==> src/rtl/svc_rv_retire_mon.sv <==
// svc_rv_retire_mon
//
// Retirement monitor placed behind an RVFI port. It accepts one retire packet
// per rvfi_valid cycle while running, checks that the order and PC sequences
// are continuous, counts retirements, keeps a small ring of recently retired
// {pc, insn} pairs for debug, and ends the run on a halt, a trap or a watchdog
// timeout.
//
// Ports
//   clk, rst           : single clock, synchronous active-high reset
//   rvfi_valid         : retire strobe
//   rvfi_order         : retire sequence number (64 bit)
//   rvfi_insn          : retired instruction word
//   rvfi_pc_rdata      : PC of the retired instruction
//   rvfi_pc_wdata      : PC of the next instruction
//   rvfi_trap          : retired instruction trapped
//   rvfi_halt          : retired instruction halts the CPU
//   hist_idx           : history read index, 0 = most recent retire
//   hist_pc, hist_insn : selected history entry (0 when hist_idx >= hist_count)
//   hist_count         : valid history entries, saturating at HIST_DEPTH
//   retired            : accepted retire count, wraps modulo 2^32
//   done               : run has ended (halt, trap or timeout)
//   pass               : ended by halt with no order or PC error
//   timeout            : ended by the watchdog
//   trapped            : ended by a trap
//   err_order          : sticky order mismatch flag
//   err_pc             : sticky PC continuity mismatch flag

module svc_rv_retire_mon #(
  parameter int unsigned XLEN       = 32,
  parameter int unsigned HIST_DEPTH = 8,
  parameter int unsigned TIMEOUT    = 1024
) (
  input  logic                          clk,
  input  logic                          rst,
  input  logic                          rvfi_valid,
  input  logic [63:0]                   rvfi_order,
  input  logic [31:0]                   rvfi_insn,
  input  logic [XLEN-1:0]               rvfi_pc_rdata,
  input  logic [XLEN-1:0]               rvfi_pc_wdata,
  input  logic                          rvfi_trap,
  input  logic                          rvfi_halt,
  input  logic [$clog2(HIST_DEPTH)-1:0] hist_idx,
  output logic [XLEN-1:0]               hist_pc,
  output logic [31:0]                   hist_insn,
  output logic [$clog2(HIST_DEPTH):0]   hist_count,
  output logic [31:0]                   retired,
  output logic                          done,
  output logic                          pass,
  output logic                          timeout,
  output logic                          trapped,
  output logic                          err_order,
  output logic                          err_pc
);

  localparam int unsigned IW = $clog2(HIST_DEPTH);
  localparam int unsigned CW = IW + 1;
  // Wide enough to hold TIMEOUT-1 for every legal TIMEOUT >= 1.
  localparam int unsigned TW = $clog2(TIMEOUT + 1);

  typedef enum logic [1:0] {
    S_RUN,
    S_HALT,
    S_TRAP,
    S_TMO
  } state_e;

  state_e          state_q, state_d;
  logic [31:0]     retired_q, retired_d;
  logic [63:0]     exp_order_q, exp_order_d;
  logic [XLEN-1:0] prev_wdata_q, prev_wdata_d;
  logic            has_prev_q, has_prev_d;
  logic            err_order_q, err_order_d;
  logic            err_pc_q, err_pc_d;
  logic [TW-1:0]   idle_q, idle_d;
  logic [IW-1:0]   wptr_q, wptr_d;
  logic [CW-1:0]   hcount_q, hcount_d;

  logic [XLEN-1:0] ring_pc_q   [HIST_DEPTH];
  logic [31:0]     ring_insn_q [HIST_DEPTH];

  logic            accept;
  logic [IW-1:0]   rd_ptr;

  assign accept = (state_q == S_RUN) && rvfi_valid;

  always_comb begin
    state_d      = state_q;
    retired_d    = retired_q;
    exp_order_d  = exp_order_q;
    prev_wdata_d = prev_wdata_q;
    has_prev_d   = has_prev_q;
    err_order_d  = err_order_q;
    err_pc_d     = err_pc_q;
    idle_d       = idle_q;
    wptr_d       = wptr_q;
    hcount_d     = hcount_q;

    if (state_q == S_RUN) begin
      if (rvfi_valid) begin
        retired_d = retired_q + 32'd1;
        if (rvfi_order != exp_order_q) begin
          err_order_d = 1'b1;
        end
        // Resynchronise on the received order so one gap flags only once.
        exp_order_d = rvfi_order + 64'd1;
        if (has_prev_q && (rvfi_pc_rdata != prev_wdata_q)) begin
          err_pc_d = 1'b1;
        end
        prev_wdata_d = rvfi_pc_wdata;
        has_prev_d   = 1'b1;
        wptr_d       = wptr_q + IW'(1);
        if (hcount_q != CW'(HIST_DEPTH)) begin
          hcount_d = hcount_q + CW'(1);
        end
        idle_d = '0;
        if (rvfi_halt) begin
          state_d = S_HALT;
        end else if (rvfi_trap) begin
          state_d = S_TRAP;
        end
      end else if (idle_q == TW'(TIMEOUT - 1)) begin
        state_d = S_TMO;
      end else begin
        idle_d = idle_q + TW'(1);
      end
    end
  end

  always_ff @(posedge clk) begin
    if (rst) begin
      state_q      <= S_RUN;
      retired_q    <= '0;
      exp_order_q  <= '0;
      prev_wdata_q <= '0;
      has_prev_q   <= 1'b0;
      err_order_q  <= 1'b0;
      err_pc_q     <= 1'b0;
      idle_q       <= '0;
      wptr_q       <= '0;
      hcount_q     <= '0;
    end else begin
      state_q      <= state_d;
      retired_q    <= retired_d;
      exp_order_q  <= exp_order_d;
      prev_wdata_q <= prev_wdata_d;
      has_prev_q   <= has_prev_d;
      err_order_q  <= err_order_d;
      err_pc_q     <= err_pc_d;
      idle_q       <= idle_d;
      wptr_q       <= wptr_d;
      hcount_q     <= hcount_d;
    end
  end

  // Ring storage is not reset; stale entries are hidden by hcount_q.
  always_ff @(posedge clk) begin
    if (!rst && accept) begin
      ring_pc_q[wptr_q]   <= rvfi_pc_rdata;
      ring_insn_q[wptr_q] <= rvfi_insn;
    end
  end

  // HIST_DEPTH is a power of two, so IW-bit arithmetic gives the modulo wrap.
  assign rd_ptr = wptr_q - IW'(1) - hist_idx;

  always_comb begin
    hist_pc   = '0;
    hist_insn = '0;
    if ({1'b0, hist_idx} < hcount_q) begin
      hist_pc   = ring_pc_q[rd_ptr];
      hist_insn = ring_insn_q[rd_ptr];
    end
  end

  assign hist_count = hcount_q;
  assign retired    = retired_q;
  assign done       = (state_q != S_RUN);
  assign timeout    = (state_q == S_TMO);
  assign trapped    = (state_q == S_TRAP);
  assign pass       = (state_q == S_HALT) && !err_order_q && !err_pc_q;
  assign err_order  = err_order_q;
  assign err_pc     = err_pc_q;

endmodule

==> config.mk <==
export PLATFORM = sky130hd
export DESIGN_NAME = svc_rv_retire_mon
export DESIGN_NICKNAME = d
export VERILOG_FILES = /design/src/rtl/svc_rv_retire_mon.sv
export SDC_FILE = /design/constraint.sdc
export NUM_CORES = 1
export LEC_CHECK = 0
export BUFFER_PORTS_ARGS = -buffer_cell sky130_fd_sc_hd__buf_2
export CAP_MARGIN = 0
export CORE_ASPECT_RATIO = 1.2
export CORE_MARGIN = 4
export CORE_UTILIZATION = 58
export CTS_BUF_LIST = sky130_fd_sc_hd__clkbuf_8
export CTS_CLUSTER_SIZE = 10
export DETAILED_ROUTE_END_ITERATION = 7
export PLACE_DENSITY = 0.76
export SYNTH_ARGS = -nofsm -noshare
export SYNTH_HDL_FRONTEND = slang
export SYNTH_SLANG_ARGS = --single-unit
==> constraint.sdc <==
create_clock -name clk -period 13.2 [get_ports clk]
set_input_delay 1.32 -clock clk [delete_from_list [all_inputs] [get_ports clk]]
set_output_delay 1.32 -clock clk [all_outputs]
set_load 0.005 [all_outputs]
Word level (Yosys, flattened, before mapping)
Memories as Yosys holds them, arrays and structs flattened.
Cells that the tools add are included.
{"block": "word_totals", "ff_bits": 151, "latch_bits": 0, "mem_bits_rw": 512, "romBits": 0, "input_bits": 168, "out_inout_bits": 106, "elab_cells": 56, "memories": 2}
{"block": "classes", "add_sub_neg": 7, "mul": 0, "div_mod_pow": 0, "n_lt_le_gt_ge": 1, "eq_ne": 9, "n_shift": 0, "mux": 10, "bitwise": 0, "n_reduce_logical": 17}
{"memory": "ring_insn_q", "words": 8, "word_bits": 32, "read_ports": 1, "rd_clocked_by_memory_dff": 0, "write_ports": 1, "line": "80", "rtl": "logic [31:0] ring_insn_q [HIST_DEPTH];"}
{"memory": "ring_pc_q", "words": 8, "word_bits": 32, "read_ports": 1, "rd_clocked_by_memory_dff": 0, "write_ports": 1, "line": "79", "rtl": "logic [XLEN-1:0] ring_pc_q [HIST_DEPTH];"}
{"op": "$add A64 B1 Y64 const B", "n": 1}
{"op": "$mux W32", "n": 2}
{"op": "$ne A64 B64 Y1", "n": 1}
{"op": "$add A32 B1 Y32 const B", "n": 1}
{"op": "$ne A32 B32 Y1", "n": 1}
{"op": "$mux W11", "n": 2}
{"op": "$reduce_and A3 Y1", "n": 4}
{"op": "$add A11 B1 Y11 const B", "n": 1}
{"op": "$eq A11 B10 Y1 const B", "n": 1}
{"op": "$mux W2", "n": 4}
{"op": "$logic_and A1 B1 Y1", "n": 5}
{"op": "$add A4 B1 Y4 const B", "n": 1}
{"op": "$eq A2 B2 Y1 const B", "n": 2}
{"op": "$lt A3 B4 Y1", "n": 1}
{"op": "$ne A4 B4 Y1 const B", "n": 1}
{"op": "$reduce_and A2 Y1", "n": 2}
{"op": "$reduce_bool A2 Y1", "n": 2}
{"op": "$add A3 B1 Y3 const B", "n": 1}
{"op": "$logic_not A1 Y1", "n": 3}
{"op": "$ne A3 B1 Y1 const B", "n": 1}
{"op": "$sub A3 B1 Y3 const B", "n": 1}
{"op": "$sub A3 B3 Y3", "n": 1}
{"op": "$eq A2 B1 Y1 const B", "n": 1}
{"op": "$logic_not A2 Y1", "n": 1}
{"op": "2 further kinds", "n": 3}

Logic depth before layout (Yosys ltp)
Gate-level depths: netlist of run 1.
{"block": "logic_depth", "ltp_word": 5, "depth_mapped": 8, "depth_no_buf": 7}

Worst setup path after synthesis of run 1
OpenSTA, ideal clock, no wires.
{"block": "synth_path", "kind": "input to register", "start": "input port rvfi_valid", "end": "memory ring_insn_q[2][0] (enable)", "setup_ns": 0.667, "t_arrival_ns": 8.659, "required_time_ns": 12.533, "slack_ns": 3.873, "stages": 5, "n_path_buf": 2, "cell_sequence": "nor3b_1 -> clkbuf_1 -> nand2b_1 -> clkbuf_1 -> nor4b_1"}
{"block": "synth_via", "elab_chain_cells": 4}
{"element": "start: declaration", "line": "36", "rtl": "input logic rvfi_valid,"}
{"element": "$logic_and A1 B1 Y1", "line": "85", "rtl": "assign accept = (state_q == S_RUN) && rvfi_valid;"}
{"element": "$logic_and A1 B1 Y1", "line": "158", "rtl": "if (!rst && accept) begin"}
{"element": "$mux W1", "line": "158"}
{"element": "$mux W1 (not written as such)", "line": "160", "rtl": "ring_insn_q[wptr_q] <= rvfi_insn;"}
{"element": "end: declaration", "line": "80"}
No other way between the ends.

Final worst setup path of run 1
{"block": "layout_path", "start": "input port hist_idx[0]", "end": "output port hist_pc[19]"}
{"block": "layout_via", "elab_chain_cells": 3}
{"element": "start: declaration", "line": "43", "rtl": "input logic [$clog2(HIST_DEPTH)-1:0] hist_idx,"}
{"element": "$sub A3 B3 Y3", "line": "165", "rtl": "assign rd_ptr = wptr_q - IW'(1) - hist_idx;"}
{"element": "$mem_v2 Z8 W32"}
{"element": "$mux W32 (*)", "line": "170", "rtl": "if ({1'b0, hist_idx} < hcount_q) begin"}
{"element": "end: declaration", "line": "44", "rtl": "output logic [XLEN-1:0] hist_pc,"}
Mark *: on every way between the ends. The rest lies on a longest branch, timed or not.

==> summary.md, run 1 <==
| Metric | Value |
|---|---|
| Status | completed |
| Final wirelength | 67.2 mm |
| Post-synthesis register bit count | 663 |
| Synth Warn # | 0 |
| PostCTS Resize Cnt | 0 |
| Worst Setup Start Kind | input pin |
| Most common cell after layout, fill and taps aside | edfxtp_1 |
| Synth cell types | 56 |
| RSZ-0062 raised after global routing | no |
| Antenna-violating nets left | 0 |
| Sum of buffers and inverters on the critical path | 5 |
| Largest stage delay, worst path | 0.92 ns |
| Synth Area in Compound Gates | 5.04% |
| Latest clock arrival within the worst-skew pair | 0.67 ns |
| Root Buffer | clkbuf_8 |
| Largest net degree at the start of global routing | 86 |
| Tcrit/Tclk final | 48.3% |
| Max Fanout on Critical Path | 51 |
| Clk slew on worst S/H paths | 0.06 ns |
| Post-Syn Area | 27600 um2 |
| Via Count | 17400 |
| Synth Flop Type | edfxtp_1 |
| Post-layout util | 67.2% |
| Synth Area in Adders | 0.480% |
| Net Count, Synth | 2094 |
| Initial antenna violation count | 23 |
| Detail Placement HPWL | 41.7 mm |
| Setup TNS | 0 ns |
| Synthesis-to-finish area growth | 14.5% |
| Slew HR | 24.4% |
| Power Density | 141 nW/um2 |
| CTS Hold Bufs | 0 |
| Layout cell share with drive strength beyond 1 | 25.5% |
| Max-capacitance violation count | 0 |
| DRC violations left | 0 |
| Wire length on met3 | 5.65 mm |
| Pleak | 11.2 nW |
| Hold WC Path Type | reg -> reg |
| Crit end category | primary output |
| Area of the die | 51200 um2 |
| Critical Path Slowest Stage Cell | ha_4 |
| Tot GR Track Use | 25.9% |
| CTS Buf Count | 98 |
| Post-synth ARST share | 0% |
| Register area share after synthesis | 66.6% |
| Crit Path Category | in -> out |
| Most frequent cells in the layout | 512 x edfxtp_1, 272 x buf_2, 250 x nand2_1, 151 x dfxtp_1, 128 x mux4_2 |
| Arrival @ worst endpoint | 5.06 ns |
| GRT overflow | 0 |
| H-tree levels | 3 |
| Metal-1 WL | 25.7 mm |
| Fmax achieved | 157 MHz |
| Skew final | 0.0238 ns |
| Setup-failing EPs final | 0 |
| Crit-path leading delay family | buffers and inverters |
| Layout net count | 2388 |
| Ports | 274 |
| Final Hold Viols | 0 |
| Core area | 47000 um2 |
| EDFF count, synth | 512 |
| Required time worst endpoint | 11.88 ns |
| Die Y | 247 um |
| Setup Buffers After CTS | 0 |
| Initial drt markers | 1591 |
| Port Buf Inserts | 273 |
| Worst-Margin Slew | 1.13 ns |
| Starting density of the core | 58.7% |
| Mux cell area share after synthesis | 10.6% |
| Final Power | 4.45 mW |
| Initial DRT Pass Iterations | 5 |
| Metal2 WL | 33.8 mm |
| Mapped Cells | 1916 |
| Simple-gate share of the synthesized area | 10.2% |
| Die width | 207 um |
| Row cnt | 87 |
| XOR/XNOR Fraction of Synth Area | 5.30% |
| Number of global-route vias before repair | 17400 |
| Critical-path cell list | buf_2, inv_1, ha_4, buf_4, buf_4, mux4_2, nand2_1, a21oi_1, buf_2 |
| CTS Sinks | 663 |
| Worst IR Drop VDD | 73.3 uV |
| Top layer in use | met5 |
| RePlAce Congestion | 0.948 |
| Drt wl/cell | 22.9 um |
| Main combinational cell family by area after synthesis | multiplexers |
| Max-slew violation count | 0 |
| Global-route wire length before repair | 102 mm |
| Synth Area per Inst | 14.4 um2 |
| Clock Path Buffers | 3 |
| DR vias/cell | 5.95 |
| Fin crit period | 6.38 ns |
| CTS tree | done |
## Yosys cell counts (12+ instances only)
cell / instances / area [um2]
a21oi_1: 119 / 596
nand3_1: 46 / 230
a311oi_1: 17 / 149
nand4_1: 43 / 269
dfxtp_1: 151 / 3020
or4_1: 12 / 90.1
o21ai_0: 18 / 90.1
nor4_1: 29 / 181
xnor2_1: 64 / 561
and3_1: 17 / 106
nor3_1: 27 / 135
xor2_1: 103 / 902
and4_1: 13 / 114
clkbuf_1: 88 / 330
a211oi_1: 41 / 308
nor2_1: 105 / 394
buf_1: 15 / 56.3
inv_1: 21 / 78.8
nand2_1: 250 / 938
edfxtp_1: 512 / 15400
or3_1: 19 / 119
mux4_2: 128 / 2880
## tightest hold or removal path, stage by stage, from the launching register on
cell,delay [ns]
dfxtp_1,0.32
nand2_1,0.06
a21oi_1,0.03
## flip-flops by register name (all words and copies together) (netlist names), 2 cells and up
register	count
hist_count	4
ring_pc_q	256
ring_insn_q	256
prev_wdata_q	32
wptr_q	3
retired	32
idle_q	11
exp_order_q	64
state_q	2
## cell type report
type / instances / area, um2
inverters: 21 / 78.8
repair buffers: 300 / 1570
flip-flops and latches: 663 / 18400
fillers: 3253 / 15400
clock inverters: 68 / 290
clock buffers: 116 / 1600
diodes: 14 / 35.0
multi-input cells: 1126 / 8870
well taps: 623 / 779
## where the power goes
part / leakage [nW] / internal (mW) / switching, mW
sequential: 5.86 / 2.30 / 0.0286
combinational: 4.16 / 0.249 / 0.321
clock: 1.14 / 0.798 / 0.755
total: 11.2 / 3.34 / 1.10
## per-stage QoR
stage	instance area [um2]	instances	worst slack [ns]	hold slack [ns]
CTS	31600	2917	6.70	0.456
detailed placement	29700	2733	6.70	0.445
floorplan	27600	1916	3.87	0.420
global placement	29700	2733	6.71	0.437
global route	31600	2923	6.41	0.484
finish	31600	2931	6.82	0.458
## final timing paths
path | start | endpoint | slack, ns | cells past startpoint
min reg2reg | idle_q[10]$_SDFFE_PP0P_ | idle_q[10]$_SDFFE_PP0P_ | 0.46 | 2
min | idle_q[10]$_SDFFE_PP0P_ | idle_q[10]$_SDFFE_PP0P_ | 0.46 | 2
max | hist_idx[0] | hist_pc[19] | 6.82 | 9
max reg2reg | state_q[1]$_SDFFE_PP0P_ | ring_insn_q[7][22]$_DFFE_PP_ | 9.69 | 5
## cell families after synthesis
logic type / count (synthesis)
AOI/OAI and AO/OA: 226
xor gates and xnor gates: 167
adders and majority gates: 10
buffers and inverters: 127
DFF: 663
muxes: 133
and+or+nand+nor: 590
## layer usage
| layer | vias up | track usage (%) |
|---|---|---|
| li1 | 7934 | - |
| met1 | 8640 | 33.0 |
| met2 | 731 | 43.7 |
| met3 | 113 | 6.51 |
| met4 | 20 | 9.90 |
| met5 | - | 0 |
No activity file was read; power rests on OpenSTA's default activity.
==> inputs of run 2 (changes only) <==
--- a/config.mk
+++ b/config.mk
@@ -9,7 +9,7 @@
 export CAP_MARGIN = 0
 export CORE_ASPECT_RATIO = 1.2
 export CORE_MARGIN = 4
-export CORE_UTILIZATION = 58
+export CORE_UTILIZATION = 55
 export CTS_BUF_LIST = sky130_fd_sc_hd__clkbuf_8
 export CTS_CLUSTER_SIZE = 10
 export DETAILED_ROUTE_END_ITERATION = 7
==> constraint.sdc (replaced) <==
create_clock -name clk -period 5.5 [get_ports clk]
set_input_delay 0.55 -clock clk [delete_from_list [all_inputs] [get_ports clk]]
set_output_delay 0.55 -clock clk [all_outputs]
set_load 0.005 [all_outputs]
==> summary.md, run 2 (synthesis results as in run 1) <==
| Metric | Value |
|---|---|
| Sum of buffers and inverters on the critical path | 2 (was 5) |
| Post-layout util | 64.0% (was 67.2%) |
| Tcrit/Tclk final | 84.5% |
| Skew final | 0.0383 ns (was 0.0238 ns) |
| Initial DRT Pass Iterations | 5 (unchanged) |
| Critical-path cell list | ha_4, fa_4, xnor2_1, xnor2_2, buf_4, nand2_1, a21oi_1, buf_2 (was buf_2, inv_1, ha_4, buf_4, buf_4, mux4_2, nand2_1, a21oi_1, buf_2) |
| Latest clock arrival within the worst-skew pair | 0.70 ns (was 0.67 ns) |
| Die Y | 253 um (was 247 um) |
| Hold WC Path Type | in -> reg (was reg -> reg) |
| GRT overflow | 0 (unchanged) |
| Global-route wire length before repair | 101 mm (was 102 mm) |
| Fmax achieved | 215 MHz |
| Most common cell after layout, fill and taps aside | edfxtp_1 (unchanged) |
| CTS tree | done (unchanged) |
| Crit end category | primary output (unchanged) |
| Required time worst endpoint | 4.95 ns (was 11.88 ns) |
| Crit-path leading delay family | XOR/XNOR gates (was buffers and inverters) |
| DRC violations left | 0 (unchanged) |
| Pre-CTS setup slack | 1.32 ns (was 6.70 ns) |
| Status | completed (unchanged) |
| Worst Setup Start Kind | flop (was input pin) |
| CTS Hold Bufs | 0 (unchanged) |
| Layout net count | 2390 (was 2388) |
| Final Power | 10.6 mW (was 4.45 mW) |
| Setup ws final | 0.854 ns (was 6.82 ns) |
| Drt wl/cell | 22.7 um (was 22.9 um) |
| Crit Path Category | reg -> out (was in -> out) |
| Final wirelength | 66.5 mm (was 67.2 mm) |
| CTS Buf Count | 97 (was 98) |
| Pleak | 11.1 nW (was 11.2 nW) |
| Arrival @ worst endpoint | 4.10 ns (was 5.06 ns) |
| RSZ-0062 raised after global routing | no (unchanged) |
| Critical Path Slowest Stage Cell | xnor2_2 (was ha_4) |
| Setup Buffers After CTS | 0 (unchanged) |
| Worst IR Drop VDD | 190 uV (was 73.3 uV) |
| Max-capacitance violation count | 0 (unchanged) |
| Largest stage delay, worst path | 1.04 ns (was 0.92 ns) |
| Layout cell share with drive strength beyond 1 | 25.7% (was 25.5%) |
| Max-slew violation count | 0 (unchanged) |
| Initial antenna violation count | 18 (was 23) |
| Power Density | 336 nW/um2 (was 141 nW/um2) |
| Root Buffer | clkbuf_8 (unchanged) |
| PostCTS Resize Cnt | 0 (unchanged) |
| Max Fanout on Critical Path | 19 (was 51) |
| Via Count | 17400 (about the same) |
| Setup-failing EPs final | 0 (unchanged) |
| RePlAce Congestion | 0.897 (was 0.948) |
| Clock Path Buffers | 3 (unchanged) |
| Area of the die | 53900 um2 (was 51200 um2) |
| DR vias/cell | 5.93 (was 5.95) |
| Detail Placement HPWL | 42.1 mm (was 41.7 mm) |
| Antenna-violating nets left | 0 (unchanged) |
| Die width | 213 um (was 207 um) |
| Fin crit period | 4.65 ns |
| Setup TNS | 0 ns (unchanged) |
| Starting density of the core | 55.9% (was 58.7%) |
| Crit. path cell count | 8 (was 9) |
| Most frequent cells in the layout | 512 x edfxtp_1, 272 x buf_2, 250 x nand2_1, 151 x dfxtp_1, 128 x mux4_2 (unchanged) |
| Final Hold Viols | 0 (unchanged) |
| Ports | 274 (unchanged) |
| CTS Sinks | 663 (unchanged) |
| Row cnt | 89 (was 87) |
| H-tree levels | 3 (unchanged) |
| Port Buf Inserts | 273 (unchanged) |
| Slew HR | 13.0% (was 24.4%) |
| Biggest regs | ring_insn_q x256, ring_pc_q x256, exp_order_q x64 (unchanged) |
| Worst-Margin Slew | 1.30 ns (was 1.13 ns) |
| R2R depth | 5 (unchanged) |
| Core area | 49400 um2 (was 47000 um2) |
| Largest net degree at the start of global routing | 104 (was 86) |
| Initial drt markers | 1397 (was 1591) |
| Synthesis-to-finish area growth | 14.5% (about the same) |
| Number of global-route vias before repair | 17300 (was 17400) |
| Worst hold path stage count | 3 (was 2) |
| Tot GR Track Use | 24.8% (was 25.9%) |
| Clk slew on worst S/H paths | 0.07 ns (was 0.06 ns) |
## run 2: tightest hold or removal path, stage by stage
cell     delay, ns
buf_2         0.10
nand2_1       0.05
a21oi_1       0.05
## run 2: per-layer routing
metal	share of wire, %	GRT usage [%]	routed length (um)	vias to the layer above
met3	8.0	6.32	5350	130
met4	3.0	8.93	1980	18
met5	0.18	0	120	-
li1	-	-	-	7926
met2	49	40.7	32900	639
met1	39	32.4	26200	8691
## run 2: final timing paths
kind                                         to                     from  slack [ns]
setup / recovery                    hist_pc[17]   wptr_q[0]$_SDFFE_PP0N_        0.85
hold / removal    prev_wdata_q[25]$_SDFFE_PP0N_        rvfi_pc_wdata[25]        0.09
setup reg to reg   ring_insn_q[2][29]$_DFFE_PP_  state_q[1]$_SDFFE_PP0P_        2.49
hold reg to reg         idle_q[10]$_SDFFE_PP0P_  idle_q[10]$_SDFFE_PP0P_        0.46
## run 2: layout make-up
| type | instances | area (um2) |
|---|---|---|
| diodes | 14 | 35.0 |
| clock buffers | 104 | 1430 |
| clock inverters | 66 | 348 |
| fillers | 3645 | 17800 |
| inverters | 21 | 78.8 |
| multi-input cells | 1126 | 8880 |
| flip-flops and latches | 663 | 18400 |
| well taps | 637 | 797 |
| repair buffers | 303 | 1660 |
## run 2: per-stage QoR
| step | hold slack (ns) | instances | cell area, um2 |
|---|---|---|---|
| floorplan | 0.420 | 1916 | 27600 |
| global placement | 0.435 | 2750 | 29800 |
| detailed placement | 0.452 | 2750 | 29800 |
| CTS | 0.0282 | 2920 | 31600 |
| global route | 0.0695 | 2925 | 31600 |
| finish | 0.0937 | 2934 | 31600 |
## run 2: power by group
part           internal, mW  switching (mW)  total, mW
clock                  1.80            1.83       3.63
combinational         0.610           0.798       1.41
sequential             5.51          0.0681       5.58
total                  7.92            2.69       10.6
==> inputs of run 3 (changes only) <==
--- a/config.mk
+++ b/config.mk
@@ -5,11 +5,12 @@
 export SDC_FILE = /design/constraint.sdc
 export NUM_CORES = 1
 export LEC_CHECK = 0
+export ABC_AREA = 1
 export BUFFER_PORTS_ARGS = -buffer_cell sky130_fd_sc_hd__buf_2
 export CAP_MARGIN = 0
 export CORE_ASPECT_RATIO = 1.2
 export CORE_MARGIN = 4
-export CORE_UTILIZATION = 55
+export CORE_UTILIZATION = 58
 export CTS_BUF_LIST = sky130_fd_sc_hd__clkbuf_8
 export CTS_CLUSTER_SIZE = 10
 export DETAILED_ROUTE_END_ITERATION = 7
==> constraint.sdc (replaced) <==
create_clock -name clk -period 4.35 [get_ports clk]
set_input_delay 0.435 -clock clk [delete_from_list [all_inputs] [get_ports clk]]
set_output_delay 0.435 -clock clk [all_outputs]
set_load 0.005 [all_outputs]
==> summary.md, run 3 <==
| Metric | Value |
|---|---|
| Clk slew on worst S/H paths | 0.06 ns (was 0.07 ns) |
| Synth Flop Type | edfxtp_1 (unchanged) |
| Area of the die | 54500 um2 (was 53900 um2) |
| Commonest cells in the netlist | 1029 x nand2_1, 512 x edfxtp_1, 316 x nor2_1 (was 512 x edfxtp_1, 250 x nand2_1, 151 x dfxtp_1) |
| Initial DRT Pass Iterations | 7 (was 5) |
| Pleak | 13.2 nW (was 11.1 nW) |
| Drt wl/cell | 18.6 um (was 22.7 um) |
| Mapped Cells | 3048 (was 1916) |
| Slew HR | 42.1% (was 13.0%) |
| Skew final | 0.0255 ns (was 0.0383 ns) |
| Final Hold Viols | 0 (unchanged) |
| Fillers | 3814 (was 3645) |
| Biggest regs | ring_insn_q x256, ring_pc_q x256, exp_order_q x64 (unchanged) |
| Post-Syn Area | 29400 um2 (was 27600 um2) |
| CTS Buf Count | 99 (was 97) |
| Final Power | 14.1 mW (was 10.6 mW) |
| Fin area | 34200 um2 (was 31600 um2) |
| Synth cell types | 40 (was 56) |
| Inst Count DP | 3864 (was 2750) |
| Port Buf Inserts | 273 (unchanged) |
| Register area share after synthesis | 62.5% (was 66.6%) |
| Power Density | 412 nW/um2 (was 336 nW/um2) |
| Synth top area cells | edfxtp_1 52%, nand2_1 13%, dfxtp_1 10%, nor2_1 4.0%, a21oi_1 2.7% (was edfxtp_1 56%, dfxtp_1 11%, mux4_2 10%, nand2_1 3.4%, xor2_1 3.3%) |
| Layout cell share with drive strength beyond 1 | 13.9% (was 25.7%) |
| Fin cells | 4116 (was 2934) |
| Max-capacitance violation count | 0 (unchanged) |
| Crit Path Category | reg -> out (unchanged) |
| Clock Path Buffers | 3 (unchanged) |
| CTS Sinks | 663 (unchanged) |
| RePlAce Congestion | 0.917 (was 0.897) |
| Synth Area per Inst | 9.66 um2 (was 14.4 um2) |
| Die width | 214 um (was 213 um) |
| Post-layout util | 68.0% (was 64.0%) |
| Arrival @ worst endpoint | 3.35 ns (was 4.10 ns) |
| Net Count, Synth | 3226 (was 2094) |
| Post-synthesis register bit count | 663 (unchanged) |
| Synth Warn # | 0 (unchanged) |
| Initial antenna violation count | 7 (was 18) |
| Worst-Margin Slew | 0.866 ns (was 1.30 ns) |
| Fin crit period | 3.78 ns |
| GRT overflow | 0 (unchanged) |
| Antenna-violating nets left | 0 (unchanged) |
| PostCTS Resize Cnt | 0 (unchanged) |
| Worst IR Drop VDD | 338 uV (was 190 uV) |
| Post-synth ARST share | 0% (unchanged) |
| Max-slew violation count | 0 (unchanged) |
| Top-count cell post-synth | nand2_1 (was edfxtp_1) |
| Post-synth top area cell | edfxtp_1 (unchanged) |
| DRC violations left | 0 (unchanged) |
| RSZ-0062 raised after global routing | no (unchanged) |
| Root Buffer | clkbuf_8 (unchanged) |
| Hold WC Path Type | in -> reg (unchanged) |
| Area of placed instances | 31600 um2 (was 29800 um2) |
| Ports | 274 (unchanged) |
| Tcrit/Tclk final | 87.0% |
| Via Count | 23500 (was 17400) |
| Status | completed (unchanged) |
| Global-route wire length before repair | 118 mm (was 101 mm) |
| Largest net degree at the start of global routing | 149 (was 104) |
| Initial drt markers | 1769 (was 1397) |
| Max Fanout on Critical Path | 108 (was 19) |
| Row cnt | 90 (was 89) |
| CTS tree | done (unchanged) |
| Latest clock arrival within the worst-skew pair | 0.69 ns (was 0.70 ns) |
| Layout net count | 3567 (was 2390) |
| Most frequent cells in the layout | 1029 x nand2_1, 512 x edfxtp_1, 307 x nor2_1, 273 x buf_2, 228 x inv_1 (was 512 x edfxtp_1, 272 x buf_2, 250 x nand2_1, 151 x dfxtp_1, 128 x mux4_2) |
| Tot GR Track Use | 27.5% (was 24.8%) |
| Setup-failing EPs final | 0 (unchanged) |
| Required time worst endpoint | 3.91 ns (was 4.95 ns) |
| Die Y | 255 um (was 253 um) |
| Most common cell after layout, fill and taps aside | nand2_1 (was edfxtp_1) |
| Final wirelength | 76.4 mm (was 66.5 mm) |
| Fmax achieved | 264 MHz |
| H-tree levels | 3 (unchanged) |
| DR vias/cell | 5.70 (was 5.93) |
| Synthesis-to-finish area growth | 16.1% (was 14.5%) |
| EDFF count, synth | 512 (unchanged) |
| Detail Placement HPWL | 46.5 mm (was 42.1 mm) |
| Crit end category | primary output (unchanged) |
| Core area | 50200 um2 (was 49400 um2) |
| Worst Setup Start Kind | flop (unchanged) |
| Starting density of the core | 58.6% (was 55.9%) |
| Top-area cell type share of the netlist area | 52.2% (was 55.7%) |
| Number of global-route vias before repair | 23000 (was 17300) |
run 3: logic make-up after synthesis:
family,share of synthesized area [%]
fa+ha+maj,0.450
simple gates,20.3
buf+inv,4.42
flops,62.5
xor+xnor,1.96
compound gates,10.4
run 3: stage by stage:
stage / hold slack [ns] / worst slack (ns) / setup TNS (ns)
floorplan: 0.437 / -0.0600 / -22.23
global placement: 0.444 / 1.08 / 0
detailed placement: 0.452 / 1.04 / 0
CTS: 0.00802 / 0.515 / 0
global route: 0.0359 / 0.391 / 0
finish: 0.0516 / 0.567 / 0
run 3: worst max-delay path, stage by stage (launching register included):
cell and delay [ns]:
dfxtp_1 0.36, ha_4 0.18, fa_4 0.83, buf_12 0.37
a21oi_1 0.09, a32o_1 0.24, nand2_1 0.06, o21ai_0 0.09
nor2_1 0.20, buf_2 0.15
run 3: what timing repair did:
action / in CTS / in global routing
buffers inserted: 0 / 0
endpoints found under the hold margin: 309 / 0
hold buffers: 68 / 0
run 3: cell type report:
type | count | area, um2 | share of cell area (%)
Multi-Input combinational cell | 2051 | 9850 | 28.8
Antenna cell | 5 | 12.5 | 0.0366
Inverter | 203 | 769 | 2.25
Clock inverter | 73 | 437 | 1.28
Clock buffer | 106 | 1460 | 4.27
Timing Repair Buffer | 371 | 2450 | 7.16
Tap cell | 644 | 806 | 2.36
Sequential cell | 663 | 18400 | 53.8
run 3: routing by layer:
layer	track usage (%)	wire (um)
met5	0	26
met4	11.4	2740
met3	5.21	5610
met2	46.8	37500
met1	34.8	30500
run 3: final timing paths:
path | from | slack [ns] | endpoint | cells past startpoint
worst max-delay path | wptr_q[0]$_SDFFE_PP0N_ | 0.57 | hist_pc[4] | 9
worst min-delay path | rvfi_pc_rdata[6] | 0.05 | ring_pc_q[1][6]$_DFFE_PP_ | 1
worst max register to register | state_q[0]$_SDFFE_PP0P_ | 1.52 | ring_insn_q[3][25]$_DFFE_PP_ | 6
worst min register to register | prev_wdata_q[0]$_SDFFE_PP0N_ | 0.46 | prev_wdata_q[0]$_SDFFE_PP0N_ | 2
run 3: power breakdown:
part | switching [mW] | total (mW) | internal [mW]
clock | 2.38 | 4.88 | 2.50
sequential | 0.0740 | 7.03 | 6.96
combinational | 1.39 | 2.16 | 0.769
total | 3.84 | 14.1 | 10.2
